`src/rtl/serial_subtractor.sv`:
```
// serial_subtractor: bit-serial two's-complement A - B, LSB first.
// One full-subtractor cell plus a borrow flop. An operation is accepted
// from IDLE and finishes WIDTH edges later with a one-cycle done pulse.
// The registered borrow/zero/overflow flags and diff hold until the next op.
module serial_subtractor #(
  parameter int WIDTH = 32
) (
  input  logic             clk,
  input  logic             rst_n,
  input  logic             start,
  input  logic [WIDTH-1:0] a,
  input  logic [WIDTH-1:0] b,
  output logic             busy,
  output logic             done,
  output logic [WIDTH-1:0] diff,
  output logic             borrow,
  output logic             zero,
  output logic             overflow
);
  localparam int CW = $clog2(WIDTH) + 1;

  localparam logic [0:0] S_IDLE = 1'b0;
  localparam logic [0:0] S_RUN  = 1'b1;

  logic [0:0]       r_state;
  logic [WIDTH-1:0] r_a, r_b, r_diff;
  logic             r_bw;
  logic [CW-1:0]    r_cnt;
  logic             r_done, r_borrow, r_zero, r_ovf;

  logic             w_ai, w_bi, w_d, w_bw_nxt, w_last, w_ovf;
  logic [WIDTH-1:0] w_diff_nxt;

  // Full-subtractor cell on the current LSBs. On the last bit the LSBs
  // hold the original operand MSBs, so signed overflow is formed here.
  always_comb begin
    w_ai       = r_a[0];
    w_bi       = r_b[0];
    w_d        = w_ai ^ w_bi ^ r_bw;
    w_bw_nxt   = (~w_ai & w_bi) | (~(w_ai ^ w_bi) & r_bw);
    w_diff_nxt = {w_d, r_diff[WIDTH-1:1]};
    w_last     = (r_cnt == CW'(WIDTH - 1));
    w_ovf      = (w_ai ^ w_bi) & (w_d ^ w_ai);
  end

  // Control: accept in IDLE, count WIDTH bit cycles in RUN, pulse done.
  always_ff @(posedge clk or negedge rst_n) begin
    if (!rst_n) begin
      r_state <= S_IDLE;
      r_cnt   <= '0;
      r_done  <= 1'b0;
    end else begin
      r_done <= 1'b0;
      case (r_state)
        S_IDLE: if (start) begin
          r_cnt   <= '0;
          r_state <= S_RUN;
        end
        S_RUN: begin
          r_cnt <= r_cnt + 1'b1;
          if (w_last) begin
            r_state <= S_IDLE;
            r_done  <= 1'b1;
          end
        end
        default: r_state <= S_IDLE;
      endcase
    end
  end

  // Datapath: operand shift registers, borrow flop and diff shift register.
  always_ff @(posedge clk or negedge rst_n) begin
    if (!rst_n) begin
      r_a    <= '0;
      r_b    <= '0;
      r_bw   <= 1'b0;
      r_diff <= '0;
    end else if (r_state == S_IDLE) begin
      if (start) begin
        r_a  <= a;
        r_b  <= b;
        r_bw <= 1'b0;
      end
    end else begin
      r_a    <= r_a >> 1;
      r_b    <= r_b >> 1;
      r_bw   <= w_bw_nxt;
      r_diff <= w_diff_nxt;
    end
  end

  // Flags are captured only on the final bit edge and held while idle.
  always_ff @(posedge clk or negedge rst_n) begin
    if (!rst_n) begin
      r_borrow <= 1'b0;
      r_zero   <= 1'b0;
      r_ovf    <= 1'b0;
    end else if (r_state == S_RUN && w_last) begin
      r_borrow <= w_bw_nxt;
      r_zero   <= ~|w_diff_nxt;
      r_ovf    <= w_ovf;
    end
  end

  assign busy     = (r_state == S_RUN);
  assign done     = r_done;
  assign diff     = r_diff;
  assign borrow   = r_borrow;
  assign zero     = r_zero;
  assign overflow = r_ovf;

endmodule
```
`config.mk`:
```
export PLATFORM = sky130hd
export DESIGN_NAME = serial_subtractor
export DESIGN_NICKNAME = d
export VERILOG_FILES = /design/src/rtl/serial_subtractor.sv
export SDC_FILE = /design/constraint.sdc
export NUM_CORES = 1
export LEC_CHECK = 0
export CELL_PAD_IN_SITES_DETAIL_PLACEMENT = 0
export CELL_PAD_IN_SITES_GLOBAL_PLACEMENT = 1
export CORE_MARGIN = 2
export CORE_UTILIZATION = 40
export DETAILED_ROUTE_END_ITERATION = 10
export PLACE_DENSITY_LB_ADDON = 0.1
export SLEW_MARGIN = 20
export SYNTH_ARGS = -nofsm -noshare
export SYNTH_HDL_FRONTEND = slang
export SYNTH_SLANG_ARGS = --single-unit
```
`constraint.sdc`:
```
create_clock -name clk -period 2.51 [get_ports clk]
set_clock_uncertainty 0.2 [all_clocks]
set_input_delay 0.6275 -clock clk [delete_from_list [all_inputs] [get_ports clk]]
set_output_delay 0.6275 -clock clk [all_outputs]
set_load 0.01 [all_outputs]
```
# Yosys cells after proc, flatten, opt, wreduce, memory -nomap -nowiden
# Index checks and enable logic that the tools add are counted.
[classes]
n_addsub = 1
n_eq_ne = 2
muxes = 13
n_bitwise = 10
n_reduce_logical = 4
[ops]
columns = ["op", "count"]
rows = [
  ["32-bit 2-to-1 mux", 4],
  ["32-bit OR reduction", 1],
  ["6-bit case mux with 2 select lines", 1],
  ["6-bit by 1-bit adder with 6-bit output, second input constant", 1],
  ["6-bit by 5-bit equality test with 1-bit output, second input constant", 1],
  ["1-bit 2-to-1 mux", 6],
  ["6-bit 2-to-1 mux", 1],
  ["1-bit bitwise AND", 3],
  ["1-bit NOT", 3],
  ["1-bit XOR", 3],
  ["2-bit inequality test, second input constant", 1],
  ["1-bit case mux with 2 select lines", 1],
  ["2-bit nonzero test", 1],
  ["1-bit logical AND", 1],
  ["1-bit logical NOT", 1],
  ["1-bit bitwise OR", 1],
]
[totals]
ff_bits = 108
in_bits = 67
output_inout_bits = 37

# Logic depth before layout (Yosys ltp)
[logic_depth]
word_depth = 5
ltp_mapped = 5
depth_no_buf = 5

# Least setup slack after synthesis
# No wires, ideal clock.
[synth_timing]
path_type = "flip-flop to flip-flop"
from = "register r_a[0]"
to = "register r_zero (netlist: zero)"
setup_ns = 0.095
arrival_ns = 1.508
t_required_ns = 2.215
path_slack_ns = 0.706
path_stages_with_launch = 6
period_less_slack_ns = 1.804
path_cell_list = "dfrtp_1 -> inv_1 -> fa_1 -> nor4b_1 -> nand4_1 -> o31ai_1"
[synth_via]
elab_chain_len = 4
[synth_rtl]
columns = ["item", "line", "rtl"]
rows = [
  ["start: declaration", "26", "logic [WIDTH-1:0] r_a, r_b, r_diff;"],
  ["start signal: assignment", "85", "r_a <= r_a >> 1;"],
  ["1-bit XOR (2 in a row)", "39", "w_d = w_ai ^ w_bi ^ r_bw;"],
  ["32-bit OR reduction", "100", "r_zero <= ~|w_diff_nxt;"],
  ["1-bit logical NOT", "100", ""],
  ["end signal: assignment", "100", ""],
  ["end: declaration", "29", "logic r_done, r_borrow, r_zero, r_ovf;"],
]
# Every way passes these cells.
# A chain may end at the register's enable or synchronous reset.

# Final worst setup path
[layout_timing]
from = "register r_diff[31] (netlist: diff[31])"
to = "output diff[31]"
[layout_rtl]
columns = ["item", "line", "rtl"]
rows = [
  ["start: declaration", "26", ""],
  ["start signal: assignment", "88", "r_diff <= w_diff_nxt;"],
  ["end: declaration", "15", "output logic [WIDTH-1:0] diff,"],
]
# No word-level cell between the ends.

==> out/results.ini <==
[status]
status=finished, final reports clean

[finish]
area_growth_pct=32.2
final_layout_size_suffix_gt1_share_pct=12.1
layout_commonest_cell=dfrtp_1
fill_cells=1026
multiInputGateArea_um2=1860
seq_area_um2=2710
antenna-diode-count=0
utilization_pct=54.4
layout.nets=570
layout_common_cells=107 x dfrtp_1, 101 x clkdlybuf4s50_1, 67 x mux2i_1

[sta]
fin_crit_sh_pct=87.4
tightest_slew_ns=0.640
tns_ns=0
setup_viol=0
finalMaxSlewViolations=0
fin_ws_ns=0.317
worst_hold_slack_ns=0.0424
final_hold_viol_count=0
period_needed_ns=2.19
relSlewSlack_pct=57.3
fmax_mhz=456
rsz0062_at_grt=false

[route]
drt-pass1-iter-count=4
first_iter_violations=178
drt_wl_total_um=9790
vias_per_cell=5.06
drc=0
num_vias=3281
route.antenna.remaining_nets=0
routedWlPerCell_um=15.1

[setup_path]
path_class=reg2out
path_cells=clkdlybuf4s50_1
crit_fanout=4
start_kind=register
crit_path_top_delay_cell=clkdlybuf4s50_1
timing.critical_path.buf_inv=1
crit_arrival_ns=1.37
cp.required_ns=1.68
end_kind=primary output
path_delay_family=buffers and inverters
crit_path_max_incr_delay_ns=0.57

[clock_network]
cts_buffer_depth=2
cts.sinks=108
clockRootBuffer=clkbuf_16
cts_setup_buffers=0
cts_tree=yes
htreeDepth=3
clk-insertion-delay-late_ns=0.35
cts_buffers=9
ctsHoldBuffers=0
clkTransAtPathRegs_ns=0.07
cts_resized=0

[synthesis]
synth_xor_area_share_pct=0.186
yosys.cell_types.count=28
synth_top_family_by_area=multiplexers
synth_edf_count=0
synth_nets=474
async_flop_share_pct=100
yosys_most_used_dff=dfrtp_1
avgSynthCellArea_um2=11.7
synthesis.area_um2=4720
synth_cells=404
yosys.area_share.simple_pct=8.12
synth_top_cell_by_area=dfrtp_1
synth_fa_ha_area_share_pct=0.955
synth_compound_area_share_pct=8.25
yosys_warnings=0
synth_seq_cells=108
synth_top_area_share_pct=57.3
synth_area_leaders=dfrtp_1 57%, mux2i_1 14%, mux2_2 7.4%, o21ai_0 6.6%, nand2_1 5.1%
synthMuxAreaShare_pct=21.9
yosysSeqAreaShare_pct=57.3

[floorplan]
start_util_pct=41.1
die_area_um2=12700
die_h_um=113
rows=39
ioPinCount=104
core_um2=11500
die_w_um=113

[power_and_ir_drop]
p_leak_uw=0.00280
peakVddDrop_mv=0.649
finalPower_uw=6450
p_per_area_nw_per_um2=1030

[job]
drv_cap=0

[place]
place_congestion=0.721
place_hpwl_um=6610
io_buffers=103
place_ws_ns=0.510

[global_route]
grtUsageTotal_pct=16.4
grt_max_degree=71
grt_pass1_vias=3336
overflow=0
grt_first_pass_wirelength_um=16500
antenna_found_initial=0

[hold_path]
hp-class=in2async

-- logic make-up after synthesis --
kind of cell,after synthesis
AOI/OAI and AO/OA,75
xor gates and xnor gates,1
adders and majority gates,3
buffers and inverters,31
DFF,108
muxes,99
and+or+nand+nor,87
-- synthesized netlist by cell type, types with 4 or more instances --
cell type  instances
a21oi_1            4
buf_2             12
clkbuf_1           8
dfrtp_1          108
inv_1              4
mux2_2            31
mux2i_1           67
nand2_1           64
nand2b_1           4
nor2_1             4
nor4_1             7
o21ai_0           62
o21ai_1            4
-- sequential cells by signal, summed over array words and instances, names as in the netlist, 6 cells and up --
| register | count |
|---|---|
| r_a | 32 |
| diff | 32 |
| r_cnt | 6 |
| r_b | 32 |
-- worst paths after layout --
check / from / cells past startpoint / endpoint / slack, ns
worst max-delay path: diff[31]$_DFFE_PN0P_ / 1 / diff[31] / 0.32
worst min-delay path: rst_n / 1 / r_a[17]$_DFFE_PN0P_ / 0.04
worst max register to register: r_a[0]$_DFFE_PN0P_ / 5 / zero$_DFFE_PN0P_ / 0.54
worst min register to register: r_b[14]$_DFFE_PN0P_ / 2 / r_b[13]$_DFFE_PN0P_ / 0.29
max in group asynchronous: rst_n / 2 / busy$_DFF_PN0_ / 1.49
min in group clk: r_b[14]$_DFFE_PN0P_ / 2 / r_b[13]$_DFFE_PN0P_ / 0.29
-- metal layers --
layer | share of wire (%) | track usage [%]
met2 | 44 | 23.8
met4 | 0.94 | 4.39
met1 | 47 | 22.6
met5 | 0 | 0
met3 | 7.6 | 7.24
-- power by group --
part / total, uW / switching [uW] / internal, uW
combinational: 2020 / 837 / 1180
clock: 1520 / 618 / 897
sequential: 2910 / 509 / 2410
-- area by class of cell --
cell class / instances / area share, %
clock buffer: 11 / 3.89
clock inverter: 5 / 1.20
inverter: 4 / 0.241
multi-input combinational: 265 / 29.8
sequential: 108 / 43.4
tap: 143 / 2.87
timing repair buffer: 112 / 18.5
-- metrics by stage --
step	instances	area (um^2)
floorplan	404	4720
global placement	632	5920
detailed placement	632	5920
CTS	648	6230
global route	648	6230
finish	648	6230
No activity file was read; power rests on OpenSTA's default activity.
